**config.mk**
```make
export PLATFORM = sky130hd
export DESIGN_NAME = sbox_perm32
export DESIGN_NICKNAME = d
export VERILOG_FILES = /design/src/rtl/sbox_perm32.sv
export SDC_FILE = /design/constraint.sdc
export NUM_CORES = 1
export LEC_CHECK = 0
export CORE_AREA = 2 2 157 159
export DETAILED_ROUTE_END_ITERATION = 12
export DIE_AREA = 0 0 159 161
export SLEW_MARGIN = 5
export SYNTH_ARGS = -nofsm -noshare
export SYNTH_HDL_FRONTEND = slang
export SYNTH_SLANG_ARGS = --single-unit
```
**constraint.sdc**
```tcl
create_clock -name clk -period 4.2 [get_ports clk]
set_clock_uncertainty 0.2 [all_clocks]
set_input_delay 0.84 -clock clk [delete_from_list [all_inputs] [get_ports clk]]
set_output_delay 0.84 -clock clk [all_outputs]
set_load 0.005 [all_outputs]
```
**src/rtl/sbox_perm32.sv**
```systemverilog
// DES f-function back end: eight S-boxes then the P permutation, one S-box per clock.
// Define SBOXP_PARALLEL_EN to evaluate all eight S-boxes in a single SUB cycle.
module sbox_perm32 #(
  parameter bit P_PERM_EN = 1'b1
) (
  input  logic        clk,
  input  logic        rst,
  input  logic        SBoxP_Select,
  input  logic [48:1] SBoxP_Input,
  output logic [32:1] SBoxP_Output,
  output logic        SBoxP_Finish_Flag,
  output logic        SBoxP_Busy
);

  typedef enum logic [1:0] {IDLE, SUB, PERM, DONE} state_t;

  // One 64-entry nibble table per S-box, entry index = row*16 + column, entry 0 leftmost.
  localparam logic [255:0] SBOX_TAB [8] = '{
    256'hE4D12FB83A6C59070F74E2D1A6CB953841E8D62BFC973A50FC8249175B3EA06D,
    256'hF18E6B34972DC05A3D47F28EC01A69B50E7BA4D158C6932FD8A13F42B67C05E9,
    256'hA09E63F51DC7B428D709346A285ECBF1D6498F30B12C5AE71AD069874FE3B52C,
    256'h7DE3069A1285BC4FD8B56F03472C1AE9A690CB7DF13E52843F06A1D8945BC72E,
    256'h2C417AB6853FD0E9EB2C47D150FA3986421BAD78F9C5630EB8C71E2D6F09A453,
    256'hC1AF92680D34E75BAF427C9561DE0B389EF528C3704A1DB6432C95FABE17608D,
    256'h4B2EF08D3C975A61D0B7491AE35C2F8614BDC37EAF6805926BD814A7950FE23C,
    256'hD2846FB1A93E50C71FD8A374C56B0E927B419CE206ADF35821E74A8DFC90356B
  };

  localparam int P_TAB [32] = '{
    16,  7, 20, 21, 29, 12, 28, 17,  1, 15, 23, 26,  5, 18, 31, 10,
     2,  8, 24, 14, 32, 27,  3,  9, 19, 13, 30,  6, 22, 11,  4, 25
  };

  function automatic logic [3:0] sbox_lookup(input logic [2:0] box, input logic [5:0] grp);
    logic [255:0] tab;
    logic [5:0]   idx;
    int           pos;
    tab = SBOX_TAB[box];
    idx = {grp[5], grp[0], grp[4:1]};
    pos = 255 - 4 * int'(idx);
    return tab[pos -: 4];
  endfunction

  // Vectors are declared [N:1] with DES bit k living at index N+1-k.
  function automatic logic [32:1] p_permute(input logic [32:1] s);
    logic [32:1] r;
    r = '0;
    for (int j = 1; j <= 32; j++) begin
      r[33-j] = s[33-P_TAB[j-1]];
    end
    return r;
  endfunction

  state_t      state_q;
  logic [2:0]  grp_q;
  logic [48:1] din_q;
  logic [32:1] s_q;
  logic [32:1] out_q;
  logic        finish_q;
  logic        busy_q;

`ifdef SBOXP_PARALLEL_EN
  logic [32:1] s_par;

  for (genvar gi = 0; gi < 8; gi++) begin : g_sbox
    assign s_par[32-4*gi -: 4] = sbox_lookup(3'(gi), din_q[48-6*gi -: 6]);
  end
`else
  logic [5:0]  grp_bits;
  logic [3:0]  s_nib;
  logic [32:1] s_d;

  always_comb begin
    grp_bits = din_q[48 - 6*int'(grp_q) -: 6];
    s_nib    = sbox_lookup(grp_q, grp_bits);
    s_d      = s_q;
    s_d[32 - 4*int'(grp_q) -: 4] = s_nib;
  end
`endif

  always_ff @(posedge clk) begin
    if (rst) begin
      state_q  <= IDLE;
      grp_q    <= 3'd0;
      din_q    <= '0;
      s_q      <= '0;
      out_q    <= '0;
      finish_q <= 1'b0;
      busy_q   <= 1'b0;
    end else begin
      case (state_q)
        IDLE: begin
          finish_q <= 1'b0;
          if (SBoxP_Select) begin
            din_q   <= SBoxP_Input;
            grp_q   <= 3'd0;
            busy_q  <= 1'b1;
            state_q <= SUB;
          end
        end
        SUB: begin
`ifdef SBOXP_PARALLEL_EN
          s_q     <= s_par;
          state_q <= PERM;
`else
          s_q   <= s_d;
          grp_q <= grp_q + 3'd1;
          if (grp_q == 3'd7) begin
            state_q <= PERM;
          end
`endif
        end
        PERM: begin
          out_q    <= P_PERM_EN ? p_permute(s_q) : s_q;
          finish_q <= 1'b1;
          state_q  <= DONE;
        end
        DONE: begin
          finish_q <= 1'b0;
          busy_q   <= 1'b0;
          state_q  <= IDLE;
        end
        default: begin
          state_q <= IDLE;
        end
      endcase
    end
  end

  assign SBoxP_Output      = out_q;
  assign SBoxP_Finish_Flag = finish_q;
  assign SBoxP_Busy        = busy_q;

endmodule

```
==> results by group, run 1 <==
Placed design
  – Routability cong.: roughly 1.0
  – Dpl hpwl: 33080 um
  – Area after DPL: between 10000 and 15000 sq um
  – Buffers on Ports: 84
  – Placed Cells: ~1800

Layout
  – Antenna cells: 0
  – Synthesis-to-finish area growth: 48.35%
  – Multi-input logic area: 7018 sq um
  – Post-layout instance area: 13900 sq um
  – Fin cells: 1832
  – Storage cell area: 2389 sq um
  – Nets: 1574
  – Fillers: between 2000 and 2500
  – Share of layout cells above drive strength 1: between 30% and 40%

Outcome
  – Status: finished with violations
  – Violated checks: setup timing

Logic synthesis
  – Synth Warn #: 0
  – Avg Inst Size Synth: 7.768 sq um
  – Synth cell types: 82
  – Post-synth EDFFs: 0
  – Synth top area share: between 20% and 30%
  – FF+latch count, synth: 119
  – Mapped Area: 9368 sq um
  – Ys flop type: dfxtp_1
  – Synth top cells by count: nand2_1 (206), dfxtp_1 (119), a21oi_1 (103)
  – Post-synthesis sequential area ratio: 25.43%
  – Most frequent cell after synthesis: nand2_1
  – Synthesized net count: 1284
  – Ys async rst share: 0%
  – Gate Count Post-Synth: 1206
  – Largest cells by area after synthesis: dfxtp_1 (25%), nand2_1 (8.3%), mux4_2 (7.2%)
  – Top cell type by total area after synthesis: dfxtp_1

Clock network
  – Latest clock arrival within the worst-skew pair: approximately 0.42 ns
  – TritonCTS buffer count: 17
  – CTS H-tree lvls: 4
  – Max Root-Sink Buffers: 2
  – CTS tree: built
  – Worst-path clk slew: ~0.060 ns
  – Hold_buf cts: 0
  – Clock sink count: between 100 and 150
  – CTS root buf: clkbuf_16

Critical path
  – Reg2Reg Depth: 20
  – Flop-to-flop setup slack: -0.30 ns
  – WP data arrival: between 4 and 5 ns
  – Worst R2R Start: grp_q[1]$_SDFFE_PP0P_
  – Top cell by count, worst path: buf_4
  – Reg2reg end: s_q[9]$_SDFFE_PP0P_
  – Crit-path cells: ha_4 > fa_2 > buf_12 > xor2_4 > mux4_2 > nor2_4 > a221oi_4 > buf_12 > buf_4 > buf_4 > o21ai_1 > o31ai_2 > a221oi_2 > nor4_2 > buf_4 > a31oi_1 > buf_4 > a31oi_4 > buf_12 > o21ai_1
  – CP endpoint: s_q[9]$_SDFFE_PP0P_
  – Crit path max-delay cell type: fa_2
  – Critical path peak fanout: 16
  – Worst Setup SP: grp_q[1]$_SDFFE_PP0P_
  – CP Launch Type: flip-flop
  – Critical path class: reg -> reg
  – CP Capture Type: flip-flop
  – Worst Path Required: 4.34 ns
  – Worst path max stage delay: 0.55 ns

Timing
  – RSZ-0062 raised after global routing: yes
  – Post-route setup slack: -0.2990 ns
  – Min Hold Slack: 0.2491 ns
  – Endpoints failing hold: 0
  – Slew Limit Fails: 0
  – Relative slew slack: 30.15%
  – Fin crit period: about 4.5 ns
  – Slew @ Worst Pin: 1.048 ns
  – Fin crit share: 107.1%
  – Fmax: 222.3 MHz
  – Fin Setup TNS: -8.424 ns
  – Final setup fails: 32

Pwr
  – Pleak: 5.233 nW
  – Maximum VDD drop: 0.0004289 V
  – Pwr Density: 828.8 nW/um^2

Drt
  – Vias: 11414
  – Total wire length: 44540 um
  – Vias per cell: ~6.2
  – DRC viols: 0
  – DRC marker count from the first detailed-route iteration: 992
  – Number of routed nets with antenna violations: 0
  – DRT Pass-1 Iters: 5
  – DR WL/cell: 24.31 um

Global routing
  – Largest net degree at the start of global routing: 107
  – First-pass GRT wire length: 67130 um
  – GRT Max-Usage Layer: met2
  – GRT Residual Overflow: 0
  – GR Util met3: roughly 5.8%
  – Number of global-route vias before repair: approximately 11000
  – Grt met2 use: 54.57%
  – Grt met1 use: 42.73%
  – Initial antenna violation count: 0
  – Overall Global Routing Usage: 34.13%

Floorplan
  – Core area: ~24000 sq um
  – Height of the die: 161 um
  – Io pins: 85
  – Starting Density: 39.09%
  – Die Wd: 159 um
  – # rows: 57
  – Die area: 25600 sq um

Worst hold path
  – Hold Path Class: reg -> reg

Job
  – Max Cap Violations: 0
## critical path, delay by kind of cell (launching register included)
kind	cells	cell delay, ns
AO/OA/AOI/OAI	7	1.09
XOR/XNOR	1	0.18
adder cells (fa/ha/maj)	2	0.71
buffers and inverters	7	1.08
flip-flops	1	0.34
multiplexers	1	0.55
AND/OR/NAND/NOR	2	0.25
## registers in the layout, indices dropped and copies added (netlist names)
name	flops
grp_q	3
s_q	32
SBoxP_Busy	1
din_q	48
SBoxP_Finish_Flag	1
SBoxP_Output	32
state_q	2
## repair_timing
item	in CTS	in global routing
pin swaps	37	18
cloned	1	0
setup endpoints to repair	32	32
buffers inserted	27	4
gates resized for setup	90	57
## how the worst min path moves through the flow
stage                                    start                    to  slack, ns  cells past startpoint
after floorplan           s_q[15]$_SDFFE_PP0P_  s_q[15]$_SDFFE_PP0P_       0.23                      2
after global placement    s_q[29]$_SDFFE_PP0P_  s_q[29]$_SDFFE_PP0P_       0.24                      2
after detailed placement  s_q[25]$_SDFFE_PP0P_  s_q[25]$_SDFFE_PP0P_       0.25                      2
after CTS                 s_q[29]$_SDFFE_PP0P_  s_q[29]$_SDFFE_PP0P_       0.25                      2
after global routing      s_q[32]$_SDFFE_PP0P_  s_q[32]$_SDFFE_PP0P_       0.27                      2
final                     s_q[29]$_SDFFE_PP0P_  s_q[29]$_SDFFE_PP0P_       0.25                      2
## kinds of logic (layout without fill, tap and decap cells)
group / Yosys count / after routing / synth area share (%)
AOI/OAI and AO/OA: 376 / 376 / 27.05
muxes: 90 / 90 / 13.66
xor gates and xnor gates: 7 / 7 / 0.9750
and+or+nand+nor: 458 / 458 / 22.49
DFF: 119 / 119 / 25.43
buffers and inverters: 129 / 431 / 6.705
adders and majority gates: 27 / 27 / 3.686
## through the flow
stage,total power [mW],setup slack [ns],util [%]
floorplan,5.097,0.002096,-
global placement,8.598,-0.8893,51.50
detailed placement,8.520,-0.7940,51.50
CTS,10.92,-0.2922,56.73
global route,11.95,-0.4271,57.99
finish,11.52,-0.2990,57.99
## layout by cell type, fill, tap and decap left out, types with 9 or more instances in the layout
cell	n
inv_1	10
nand4_1	14
buf_6	17
ha_1	22
nor2_1	92
mux4_2	30
a211oi_1	12
nor3_2	13
o21ai_2	10
clkdlybuf4s50_1	83
clkbuf_16	17
o21ai_1	45
dfxtp_1	116
nand3_1	39
mux2i_1	56
nor3_1	23
nand3b_1	9
o21ai_0	34
o211ai_1	23
buf_12	19
buf_4	262
nand2_1	203
a21oi_1	96
a31oi_1	12
## area by class of cell
type	instances	share of cell area, %
clock inverter	12	0.8553
inverter	14	0.4051
timing repair buffer	386	24.88
multi-input combinational	958	50.50
sequential	119	17.19
clock buffer	19	3.259
tap	324	2.917
## per-layer routing
layer | wire length [um] | part of all wire [%]
met1 | 17500 | 39
met3 | 3501 | 7.9
met4 | 3481 | 7.8
met2 | 20050 | 45
met5 | 0 | 0
## where the power goes
| part | total [mW] | switching, mW | internal, mW |
|---|---|---|---|
| combinational | 8.69 | 4.76 | 3.93 |
| clock | 1.44 | 0.587 | 0.851 |
| sequential | 1.39 | 0.130 | 1.26 |
| total | 11.5 | 5.48 | 6.04 |
Note: power is estimated with default switching activity, not from simulation.
==> run 2: changes to the inputs <==
Settings changed: GPL_ROUTABILITY_DRIVEN set to 0.
==> run 2 against run 1 <==
- the flow finishes with violations (DRC, setup timing)
- core utilization is 0.073 points higher
- cell count down 0.33%
- routed wire length down 10%
- setup slack worse by 0.092 ns
- critical path type unchanged
- largest power group unchanged
==> results by group, run 2 (synthesis gave the netlist of run 1 again) <==
Critical path
  – CP Launch Type: flip-flop
  – Worst path max stage delay: 0.50 ns
  – Critical path class: reg -> reg
  – Top cell by count, worst path: buf_4
  – CP Capture Type: flip-flop
  – Reg2reg end: s_q[3]$_SDFFE_PP0P_
  – Worst R2R Start: grp_q[1]$_SDFFE_PP0P_
  – Crit path max-delay cell type: mux4_2
  – WP data arrival: 4.74 ns
  – Flop-to-flop setup slack: -0.39 ns
  – Worst path bufs/invs: 9
  – Critical path peak fanout: 9
  – Worst Path Required: 4.35 ns
  – Crit-path cells: buf_4 > buf_4 > clkinvlp_4 > ha_4 > buf_12 > mux4_2 > mux2i_1 > nor3_1 > a311o_1 > and2_1 > buf_12 > buf_4 > a311oi_2 > buf_4 > nand4_1 > o31ai_4 > buf_6 > nor4_4 > buf_6 > o21ai_1
  – Top delay family on crit path: buffers and inverters
  – Reg2Reg Depth: 20

Floorplan
  – Io pins: 85
  – Die area: 25600 sq um
  – # rows: 57
  – Starting Density: 39.09%
  – Height of the die: roughly 160 um
  – Die Wd: about 160 um
  – Core area: 23960 sq um

Layout
  – Max reg flops: 48
  – Most common cell after layout, fill and taps aside: buf_4
  – Synthesis-to-finish area growth: 48.54%
  – Most frequent cells in the layout: buf_4 (253), nand2_1 (206), dfxtp_1 (116), a21oi_1 (98), nor2_1 (90)
  – Fillers: approximately 2200
  – Share of layout cells above drive strength 1: 31.69%
  – Layout Utilization: 58.07%
  – Multi-input logic area: 7022 sq um
  – Nets: 1567
  – Antenna cells: 0
  – Fin cells: ~1800
  – Most flop-heavy register: din_q
  – Storage cell area: between 2000 and 2500 sq um

Placed design
  – Buffers on Ports: 84
  – Placed Cells: 1745
  – Dpl hpwl: 27960 um

Pwr
  – Sequential share of power: about 13%
  – Switching share of total power: 47.44%
  – Pleak: 5.225 nW
  – Pwr Density: 799.2 nW/um^2
  – Clock power share: 13.7%
  – Maximum VDD drop: 0.0004426 V
  – Internal: 5.845 mW
  – Psw: 5.275 mW
  – Comb power frac: 73.8%

Global routing
  – Overall Global Routing Usage: 29.66%
  – Initial antenna violation count: 0
  – First-pass GRT wire length: 60080 um
  – Largest net degree at the start of global routing: 107
  – Number of global-route vias before repair: 10690
  – GRT Residual Overflow: 0

Drt
  – Met2 Wirelength: approximately 17000 um
  – Vias: about 11000
  – Met3 Routed Length: 4591 um
  – Number of routed nets with antenna violations: 0
  – Total wire length: 39970 um
  – Top sig layer: met4
  – DRT Pass-1 Iters: 13
  – DRC marker count from the first detailed-route iteration: between 1000 and 1500
  – DRC viols: 2
  – DR WL/cell: 21.89 um
  – Met1 Wirelength: 15330 um
  – Vias per cell: 6.204

Timing
  – Slew Limit Fails: 0
  – RSZ-0062 raised after global routing: yes
  – Slew @ Worst Pin: 1.036 ns
  – Relative slew slack: 30.95%
  – Fin crit share: 109.3%
  – Fmax: 217.8 MHz
  – Post-route setup slack: -0.3911 ns
  – Final setup fails: 32
  – Endpoints failing hold: 0
  – Fin crit period: around 4.6 ns

Worst hold path
  – Hold Path Class: reg -> reg
  – Hold path cells: 2
  – Worst Hold End: s_q[24]$_SDFFE_PP0P_
  – HP Start: s_q[24]$_SDFFE_PP0P_

Clock network
  – Latest clock arrival within the worst-skew pair: 0.43 ns
  – Max Root-Sink Buffers: 2
  – CTS tree: built
  – Worst-path clk slew: 0.06 ns
  – Hold_buf cts: 0
  – CTS H-tree lvls: 4
  – TritonCTS buffer count: 17
  – CTS root buf: clkbuf_16
  – Clock sink count: 119

Job
  – Max Cap Violations: 0

Outcome
  – Status: finished with violations
  – Violated checks: DRC, setup timing
## run 2: cell count changes in the layout (fill, tap and decap cells not counted), sizes merged
cell	previous run	this run
bufbuf	0	1
inv	16	19
bufinv	1	2
clkbuf	19	22
clkinv	5	3
buf	303	292
clkinvlp	4	3
## run 2: layer usage
layer | GRT usage (%) | vias up
met3 | 8.603 | 233
li1 | - | 5071
met2 | 45.22 | 782
met1 | 37.39 | 5243
met4 | 17.56 | 0
met5 | 0 | -
## run 2: through the flow
stage / power (mW) / setup WS [ns] / hold slack, ns / setup TNS [ns] / instance area [sq um]
after floorplan: 5.097 / 0.002096 / 0.2276 / 0 / 9442
after global placement: 8.068 / -0.6021 / 0.2409 / -13.66 / 12120
after detailed placement: 8.073 / -0.6566 / 0.2441 / -14.28 / 12120
after CTS: 10.30 / -0.2465 / 0.2527 / -7.313 / 13450
after global routing: 11.46 / -0.4694 / 0.2674 / -12.73 / 13910
final: 11.12 / -0.3911 / 0.2505 / -10.70 / 13910
## run 2: worst max path at each step
stage / slack, ns / startpoint / cells after the start / to
2_1_floorplan: 0.002 / grp_q[0]$_SDFFE_PP0P_ / 16 / s_q[32]$_SDFFE_PP0P_
3_3_place_gp: -0.60 / grp_q[1]$_SDFFE_PP0P_ / 17 / s_q[31]$_SDFFE_PP0P_
3_5_place_dp: -0.66 / grp_q[1]$_SDFFE_PP0P_ / 17 / s_q[19]$_SDFFE_PP0P_
4_1_cts: -0.25 / grp_q[1]$_SDFFE_PP0P_ / 21 / s_q[5]$_SDFFE_PP0P_
5_1_grt: -0.47 / grp_q[1]$_SDFFE_PP0P_ / 18 / s_q[7]$_SDFFE_PP0P_
6_report: -0.39 / grp_q[1]$_SDFFE_PP0P_ / 20 / s_q[3]$_SDFFE_PP0P_
## run 2: final cells by class
class,instances,area share [%]
timing repair buffer,379,24.64
clock inverter,13,1.142
tap,324,2.913
inverter,14,0.4046
clock buffer,19,3.255
sequential,119,17.18
multi-input combinational,958,50.46
## run 2: timing repair
| action | CTS | global route |
|---|---|---|
| pin swaps | 54 | 30 |
| endpoints found under the setup margin | 32 | 32 |
| cloned | 1 | 2 |
| resized for setup | 96 | 50 |
| buffers inserted | 30 | 18 |
## run 2: worst register-to-register path, cell delays in order (launching register included)
cell and delay, ns:
dfxtp_4 0.37, buf_4 0.11, buf_4 0.11, clkinvlp_4 0.11, ha_4 0.40, buf_12 0.17
mux4_2 0.50, mux2i_1 0.27, nor3_1 0.10, a311o_1 0.35, and2_1 0.24, buf_12 0.18
buf_4 0.18, a311oi_2 0.35, buf_4 0.17, nand4_1 0.16, o31ai_4 0.11, buf_6 0.14
nor4_4 0.03, buf_6 0.16, o21ai_1 0.13
## run 2: power by group through the flow
stage               sequential, mW  clock [mW]  combinational [mW]
floorplan                     1.36           0                3.74
global placement              1.40           0                6.67
detailed placement            1.41           0                6.66
CTS                           1.39        1.55                7.37
global route                  1.41        1.59                8.47
finish                        1.39        1.53                8.20
